File: config.mk
export PLATFORM = sky130hd
export DESIGN_NAME = mem_access_unit
export DESIGN_NICKNAME = d
export VERILOG_FILES = /design/src/rtl/mem_access_pkg.sv /design/src/rtl/load_extend.sv /design/src/rtl/mem_access_unit.sv
export SDC_FILE = /design/constraint.sdc
export NUM_CORES = 1
export LEC_CHECK = 0
export CAP_MARGIN = 5
export CELL_PAD_IN_SITES_DETAIL_PLACEMENT = 0
export CELL_PAD_IN_SITES_GLOBAL_PLACEMENT = 1
export CORE_MARGIN = 2
export CORE_UTILIZATION = 36
export DETAILED_ROUTE_END_ITERATION = 8
export GPL_ROUTABILITY_DRIVEN = 0
export PLACE_DENSITY_LB_ADDON = 0.08
export SLEW_MARGIN = 5
export SYNTH_ARGS = -nofsm -noshare
export SYNTH_HDL_FRONTEND = slang
export SYNTH_SLANG_ARGS = --single-unit
File: constraint.sdc
create_clock -name clk -period 4.58 [get_ports clk]
set_clock_uncertainty 0.1 [all_clocks]
set_input_delay 0.916 -clock clk [delete_from_list [all_inputs] [get_ports clk]]
set_output_delay 0.916 -clock clk [all_outputs]
set_load 0.1 [all_outputs]
File: src/rtl/mem_access_pkg.sv
// Shared definitions for the load/store engine: request size codes, FSM
// states and the byte masks the single-port word RAM honours.
package mem_access_pkg;

    typedef enum logic [1:0] {
        SZ_BYTE = 2'b00,
        SZ_HALF = 2'b01,
        SZ_WORD = 2'b10,
        SZ_ILL  = 2'b11
    } size_e;

    typedef enum logic [1:0] {
        IDLE   = 2'b00,
        ACCESS = 2'b01,
        RESP   = 2'b10
    } state_e;

    localparam logic [3:0] MASK_NONE    = 4'b0000;
    localparam logic [3:0] MASK_WORD    = 4'b1111;
    localparam logic [3:0] MASK_HALF_LO = 4'b0011;
    localparam logic [3:0] MASK_HALF_HI = 4'b1100;
    localparam logic [3:0] MASK_BYTE0   = 4'b0001;

    // Single-lane mask for a byte offset within a word.
    function automatic logic [3:0] lane_mask(input logic [1:0] off);
        return MASK_BYTE0 << off;
    endfunction

endpackage

File: src/rtl/load_extend.sv
// Combinational load-result extension.
// Ports:
//   data_i   - assembled load bytes, right-justified
//   size_i   - size code (byte/half/word)
//   signed_i - sign-extend byte and half results
//   data_o   - extended 32-bit result
module load_extend
    import mem_access_pkg::*;
(
    input  logic [31:0] data_i,
    input  logic [1:0]  size_i,
    input  logic        signed_i,
    output logic [31:0] data_o
);

    always_comb begin
        data_o = data_i;
        case (size_e'(size_i))
            SZ_BYTE: data_o = {{24{signed_i & data_i[7]}}, data_i[7:0]};
            SZ_HALF: data_o = {{16{signed_i & data_i[15]}}, data_i[15:0]};
            default: data_o = data_i;
        endcase
    end

endmodule

File: src/rtl/mem_access_unit.sv
// Initiator-side load/store engine for a single-port word RAM.
// Accepts byte-addressed sized requests, issues one RAM beat for aligned
// accesses and one byte beat per byte for misaligned ones, and returns
// extended load data on a valid/ready response channel.
// Ports:
//   clk, rst                 - clock, async active-high reset
//   req_valid/req_ready      - request handshake (ready only in IDLE)
//   req_we/size/signed/addr/wdata - request fields
//   rsp_valid/rsp_ready      - response handshake
//   rsp_rdata, rsp_err       - load result (0 for stores/errors), illegal size
//   mem_addr/op/mask/wdata   - RAM command, driven only in ACCESS
//   mem_rdata                - combinational RAM read data
module mem_access_unit
    import mem_access_pkg::*;
#(
    parameter int ADDR_W = 16
) (
    input  logic              clk,
    input  logic              rst,
    input  logic              req_valid,
    output logic              req_ready,
    input  logic              req_we,
    input  logic [1:0]        req_size,
    input  logic              req_signed,
    input  logic [ADDR_W-1:0] req_addr,
    input  logic [31:0]       req_wdata,
    output logic              rsp_valid,
    input  logic              rsp_ready,
    output logic [31:0]       rsp_rdata,
    output logic              rsp_err,
    output logic [ADDR_W-3:0] mem_addr,
    output logic              mem_op,
    output logic [3:0]        mem_mask,
    output logic [31:0]       mem_wdata,
    input  logic [31:0]       mem_rdata
);

    state_e            state_q, state_d;
    logic              we_q, we_d;
    size_e             size_q, size_d;
    logic              signed_q, signed_d;
    logic [ADDR_W-1:0] addr_q, addr_d;
    logic [31:0]       wdata_q, wdata_d;
    logic [31:0]       data_q, data_d;
    logic              mis_q, mis_d;
    logic              err_q, err_d;
    logic [2:0]        nbeat_q, nbeat_d;
    logic [2:0]        k_q, k_d;

    logic [ADDR_W-1:0] beat_addr;
    logic [31:0]       ext_data;

    // Misaligned beats walk byte addresses a+k with natural modulo wrap.
    assign beat_addr = addr_q + ADDR_W'(k_q);

    load_extend u_ext (
        .data_i   (data_q),
        .size_i   (size_q),
        .signed_i (signed_q),
        .data_o   (ext_data)
    );

    always_ff @(posedge clk or posedge rst) begin
        if (rst) begin
            state_q  <= IDLE;
            we_q     <= 1'b0;
            size_q   <= SZ_BYTE;
            signed_q <= 1'b0;
            addr_q   <= '0;
            wdata_q  <= '0;
            data_q   <= '0;
            mis_q    <= 1'b0;
            err_q    <= 1'b0;
            nbeat_q  <= '0;
            k_q      <= '0;
        end else begin
            state_q  <= state_d;
            we_q     <= we_d;
            size_q   <= size_d;
            signed_q <= signed_d;
            addr_q   <= addr_d;
            wdata_q  <= wdata_d;
            data_q   <= data_d;
            mis_q    <= mis_d;
            err_q    <= err_d;
            nbeat_q  <= nbeat_d;
            k_q      <= k_d;
        end
    end

    always_comb begin
        state_d   = state_q;
        we_d      = we_q;
        size_d    = size_q;
        signed_d  = signed_q;
        addr_d    = addr_q;
        wdata_d   = wdata_q;
        data_d    = data_q;
        mis_d     = mis_q;
        err_d     = err_q;
        nbeat_d   = nbeat_q;
        k_d       = k_q;
        req_ready = 1'b0;
        rsp_valid = 1'b0;
        rsp_rdata = '0;
        rsp_err   = 1'b0;
        mem_addr  = '0;
        mem_op    = 1'b0;
        mem_mask  = MASK_NONE;
        mem_wdata = '0;

        case (state_q)
            IDLE: begin
                req_ready = 1'b1;
                if (req_valid) begin
                    we_d     = req_we;
                    size_d   = size_e'(req_size);
                    signed_d = req_signed;
                    addr_d   = req_addr;
                    wdata_d  = req_wdata;
                    data_d   = '0;
                    k_d      = '0;
                    err_d    = 1'b0;
                    mis_d    = 1'b0;
                    state_d  = ACCESS;
                    case (size_e'(req_size))
                        SZ_BYTE: nbeat_d = 3'd1;
                        SZ_HALF: begin
                            mis_d   = req_addr[0];
                            nbeat_d = req_addr[0] ? 3'd2 : 3'd1;
                        end
                        SZ_WORD: begin
                            mis_d   = |req_addr[1:0];
                            nbeat_d = (|req_addr[1:0]) ? 3'd4 : 3'd1;
                        end
                        default: begin
                            nbeat_d = 3'd0;
                            err_d   = 1'b1;
                            state_d = RESP;
                        end
                    endcase
                end
            end

            ACCESS: begin
                mem_op = we_q;
                if (mis_q) begin
                    mem_addr  = beat_addr[ADDR_W-1:2];
                    mem_mask  = lane_mask(beat_addr[1:0]);
                    mem_wdata = {4{wdata_q[{k_q[1:0], 3'b000} +: 8]}};
                    if (!we_q)
                        data_d[{k_q[1:0], 3'b000} +: 8] =
                            mem_rdata[{beat_addr[1:0], 3'b000} +: 8];
                end else begin
                    mem_addr = addr_q[ADDR_W-1:2];
                    case (size_q)
                        SZ_BYTE: begin
                            mem_mask  = lane_mask(addr_q[1:0]);
                            mem_wdata = {4{wdata_q[7:0]}};
                        end
                        SZ_HALF: begin
                            mem_mask  = addr_q[1] ? MASK_HALF_HI : MASK_HALF_LO;
                            mem_wdata = {2{wdata_q[15:0]}};
                        end
                        default: begin
                            mem_mask  = MASK_WORD;
                            mem_wdata = wdata_q;
                        end
                    endcase
                    // Shift the addressed lane(s) down; bytes above the
                    // access size are discarded by the extender.
                    if (!we_q)
                        data_d = mem_rdata >> {addr_q[1:0], 3'b000};
                end
                k_d = k_q + 3'd1;
                if (k_q == nbeat_q - 3'd1)
                    state_d = RESP;
            end

            RESP: begin
                rsp_valid = 1'b1;
                rsp_err   = err_q;
                rsp_rdata = (err_q || we_q) ? 32'd0 : ext_data;
                if (rsp_ready)
                    state_d = IDLE;
            end

            default: state_d = IDLE;
        endcase
    end

endmodule

==> results.cfg, run 1 <==
[yosys]
yosysMostFrequentCell = nand2_1
synth-adder-area-share_pct = 2.672
syn_area_um2 = 6367
synth_top_cells_by_count = nand2_1 (168), dfrtp_1 (94), a21oi_1 (71)
synth_edf_count = 0
ys_seq_area_share_pct = 36.94
synth_area_leaders = dfrtp_1 (37%), nand2_1 (9.9%), mux2i_1 (6.6%), a21oi_1 (5.6%), mux4_2 (5.0%)
synth_top_area_share_pct = 36.94
syn_avg_cell_area_um2 = 8.699
yosys_warnings = 0
synthFlopType = dfrtp_1
synth_compound_area_share_pct = 18.49
async_flop_share_pct = 100.0
synth_xor_area_share_pct = 1.513
synthSimpleGateAreaFrac_pct = 21.08
synth_top_family_by_area = simple AND/OR/NAND/NOR gates
synth_area_leader_cell = dfrtp_1
ys_seq_elements = 94
muxShareOfSynthArea_pct = 13.79
postSynthCellCount = 732
yosysUniqueCellTypes = 61
synth_nets = 833

[min_path]
hold_start = data_q[16]
min_delay_path_depth = 1
hold_path_class = reg -> reg
hold_path_end = data_q[16]

[floorplan]
pin_count = 174
start_util_pct = 36.81
dieWidth_um = 137.0
design.core.area_um2 = 17300
die_area_um2 = 18770
rows = 48
dieHeight_um = 137.0

[critical_path]
end_kind = primary output
r2r_start = addr_q[0]
cp_data_arrival_time_ns = 2.71
crit_required_ns = 3.56
r2r_cells = 6
worstSetupStartpointType = flip-flop
rr_endpoint = data_q[30]
reg2reg_slack_ns = 1.67
path_class = reg -> out
cp_max_fo = 6

[global_route]
grt_use_met2_pct = 36.93
grt_use_met3_pct = 4.481
antenna_found_initial = 0
grt_usage_pct = 22.16
top_usage_layer = met2
use_met1_pct = 28.78
first_global_vias = 5983
grt_max_degree = 65
grt_first_pass_wirelength_um = 31950
overflow = 0

[clocking]
clock-sinks = 94
cts-root-buf = clkbuf_16
numCtsBuffers = 9
post-cts-setup-buffers = 0
clkLatencyLatePin_ns = 0.35
cts_tree = yes
cts_resized = 0
cts.htree.levels = 3
hold_buffers = 0
clock_path_buffers = 2
path_clk_slew_ns = 0.07

[timing]
worst_pin_slew_ns = 1.174
min_period_over_period_pct = 81.34
fmax_mhz = 268.4
report.final.slew_viol_count = 0
fin_ws_ns = 0.8545
setup_viol = 0
rsz0062_at_grt = no
maxSlewHeadroom_pct = 21.45
fin_crit_ns = 3.726
tns_ns = 0
hold_violations = 0

[cells_and_area]
fillCellCount = 1627
drive_above_1_share_pct = 18.40
fin_cells = 1111
fin_nets = 982
seqCellArea_um2 = 2354
num_antenna_cells = 0
final_core_util_pct = 51.23
multi_input_area_um2 = 3685
area_growth_pct = 39.16

[routing]
drt-initial-drc-count = 398
dr.pass1.iters = 4
drtAntennaViolNets = 0
via_per_inst = 5.385
drc = 0
wl_um = 20480
num_vias = 5983
wl_per_cell_um = 18.43

[placement]
dp_hpwl_um = 14940
place_inst = 1095
port-buffer-count = 173
place_ws_ns = 1.232

[job]
max_cap_violations = 0

[status]
status = complete, no violations
-- metal layers --
layer  vias up  routed length [µm]  part of all wire [%]
li1       2878                   -                     -
met5         -                   0                     0
met4         0                 478                   2.3
met1      2913                9131                    45
met2       159                9770                    48
met3        33                1099                   5.4
-- state kept, by name, summed over array words and instances (netlist names) --
register  count
addr_q       16
data_q       32
err_q         1
k_q           3
mis_q         1
nbeat_q       3
signed_q      1
size_q        2
state_q       2
wdata_q      32
we_q          1
-- cell families after synthesis --
family | count (synthesis)
and+or+nand+nor | 288
AOI/OAI and AO/OA | 180
DFF | 94
buffers and inverters | 80
muxes | 66
adders and majority gates | 13
xor gates and xnor gates | 11
-- how the worst max path moves through the flow --
stage / slack (ns) / to / depth (start not counted) / start
4_1_cts: 0.84 / mem_addr[10] / 8 / addr_q[0]
2_1_floorplan: 0.13 / mem_mask[2] / 7 / addr_q[1]
3_5_place_dp: 1.23 / mem_addr[10] / 8 / addr_q[0]
3_3_place_gp: 1.32 / mem_addr[12] / 8 / addr_q[0]
6_report: 0.85 / mem_addr[10] / 8 / addr_q[0]
5_1_grt: 0.69 / mem_addr[8] / 8 / addr_q[0]
-- layout make-up --
cell class,count,area share [%]
Clock buffer,9,2.542
Clock inverter,7,0.7060
Inverter,33,1.426
Multi-Input combinational cell,558,41.58
Sequential cell,94,26.56
Tap cell,225,3.177
Timing Repair Buffer,185,24.00
-- through the flow --
stage / instance area, µm² / hold WS, ns
6_report: 8861 / 0.3934
3_3_place_gp: 8573 / 0.3795
4_1_cts: 8861 / 0.3975
5_1_grt: 8861 / 0.4248
2_1_floorplan: 6379 / 0.3561
3_5_place_dp: 8573 / 0.3817
-- layout by cell type (no fill, tap or decap), drive strengths merged, types with 8 or more instances in the layout --
master           n
a211oi          17
a21oi           71
a221o           17
and2            10
buf             95
clkbuf           9
clkdlybuf4s50   90
dfrtp           94
ha              12
inv             37
mux2             8
mux2i           42
mux4            16
nand2          168
nor2            48
nor2b           23
o21a             8
o21ai           33
o2bb2ai          8
-- worst max-delay path, cell delays in order (launching register included) --
cell and delay (ns):
dfrtp_1 0.35, ha_1 0.16, inv_1 0.06, fa_1 0.39, nor2b_1 0.32, o211ai_1 0.24
or3_1 0.42, a21oi_2 0.20, buf_12 0.21
Power of run 1 is left out: the tool's default activity adds up to more than one toggle a clock period on the data nets, which glitch-free logic cannot reach.
==> run 2: changes to the inputs <==
Settings changed: CORE_UTILIZATION 36 to 33.
Clock period 4.58 ns to 3.1 ns, I/O delays scaled along.
==> run 2 against run 1 <==
Against the previous run:
- the run now ends with negative setup slack left
- global-route usage down 0.97 points
- sequential cell count unchanged
- die area up 8.8%
- count of clock-buffer cells in the layout grew 1
- via count up 3.5%
==> results.cfg, run 2 (same netlist as run 1, synthesis figures left out) <==
[placement]
place_ws_ns = 0.2032
port-buffer-count = 173
dp_hpwl_um = 15950
placed_area_um2 = 9558

[critical_path]
crit_required_ns = 2.38
path_class = reg -> out
critical-path-top-delay-family = simple AND/OR/NAND/NOR gates
worstSetupStartpointType = flip-flop
cp_data_arrival_time_ns = 2.41
critPathBufInv = 2
cpMaxStageDelayCell = or3_4
cp_max_fo = 6
end_kind = primary output
max_stage_delay_ns = 0.45
crit_chain = ha_2, inv_2, fa_2, nor2b_4, o211ai_1, or3_4, a21oi_4, buf_12

[status]
violations = negative setup slack
status = complete, but fails checks

[routing]
wl_per_cell_um = 18.48
num_vias = 6193
drt-initial-drc-count = 425
drtAntennaViolNets = 0
drc = 0
via_per_inst = 5.262
dr.pass1.iters = 4
wl_um = 21750

[timing]
maxSlewHeadroom_pct = 34.72
min_period_over_period_pct = 100.9
setup_viol = 1
fmax_mhz = 319.6
rsz0062_at_grt = yes
worst_pin_slew_ns = 0.9712
fin_crit_ns = 3.129
hold_violations = 0
fin_ws_ns = -0.02927
report.final.slew_viol_count = 0

[global_route]
grt_max_degree = 95
grt_usage_pct = 21.19
first_global_vias = 6239
antenna_found_initial = 0
overflow = 0
grt_first_pass_wirelength_um = 33530

[floorplan]
start_util_pct = 33.81
die_area_um2 = 20420
rows = 50
dieWidth_um = 142.9
design.core.area_um2 = 18830
pin_count = 174
dieHeight_um = 142.9

[cells_and_area]
fin_nets = 1013
num_antenna_cells = 0
drive_above_1_share_pct = 26.83
largestRegisters = data_q x32, wdata_q x32, addr_q x16
mostFrequentLayoutCells = nand2_1 (167), dfrtp_1 (93), clkdlybuf4s50_1 (87)
mostFrequentLayoutCell = nand2_1
area_growth_pct = 56.12
post-route-cell-area_um2 = 9941

[job]
max_cap_violations = 0

[clocking]
hold_buffers = 0
path_clk_slew_ns = 0.07
clkLatencyLatePin_ns = 0.35
cts_tree = yes
cts.htree.levels = 3
clock_path_buffers = 2
cts-root-buf = clkbuf_16
clock-sinks = 94
numCtsBuffers = 9

[min_path]
hold_path_class = reg -> reg
==> run 2: changes by cell type in the layout (fill, tap and decap cells not counted), sizes merged <==
cell           previous run  this run
clkinvlp                  0         2
inv                      37        32
clkbuf                    9        10
clkdlybuf4s50            90        87
buf                      95       129
bufinv                    0         2
==> run 2: final timing paths <==
| check | from | end | slack, ns | cells past startpoint |
|---|---|---|---|---|
| min in group asynchronous | rst | data_q[31] | 0.67 | 3 |
| max in group asynchronous | rst | size_q[1] | 1.79 | 3 |
| min reg2reg | data_q[19] | data_q[19] | 0.40 | 1 |
| max | addr_q[0] | mem_addr[12] | -0.03 | 8 |
| min | data_q[19] | data_q[19] | 0.40 | 1 |
| max reg2reg | k_q[0] | data_q[9] | 0.34 | 9 |
==> run 2: worst reg2reg max path: stages, from the launching register on <==
cell and delay, ns:
dfrtp_1 0.35, buf_4 0.11, buf_4 0.09, buf_4 0.26, inv_1 0.12, ha_1 0.24, nand3b_1 0.21, nor4_2 0.82
a22oi_1 0.19, o21ai_0 0.16
==> run 2: what timing repair did <==
action                     in CTS  in global routing
gates resized for setup         1                  3
pin swaps                       4                  2
setup endpoints to repair       4                  9
buffers inserted                3                  5
==> run 2: layout make-up <==
type	instances	area (µm²)
fillers	1705	8890
multi-input cells	558	3916
repair buffers	216	2903
flip-flops and latches	94	2354
well taps	260	325.3
clock buffers	10	229.0
inverters	33	127.6
clock inverters	6	86.33
==> run 2: stage by stage <==
step           util (%)  hold slack (ns)  std cells   TNS, ns
6_report          52.79           0.3994       1177  -0.02927
5_1_grt           52.79           0.4206       1177   -0.3064
4_1_cts           52.58           0.3987       1172  -0.04172
3_5_place_dp      50.76           0.3802       1153         0
3_3_place_gp      50.76           0.3811       1153         0
2_1_floorplan         -           0.3561        732    -4.879
==> run 2: per-layer routing <==
| layer | routed length (µm) | part of all wire (%) | track usage (%) | up-vias |
|---|---|---|---|---|
| li1 | - | - | - | 2935 |
| met1 | 9668 | 44 | 28.53 | 2998 |
| met2 | 10230 | 47 | 34.05 | 225 |
| met3 | 1373 | 6.3 | 4.158 | 35 |
| met4 | 478 | 2.2 | 7.400 | 0 |
| met5 | 0 | 0 | 0 | - |
Power of run 2 is left out for the same reason.
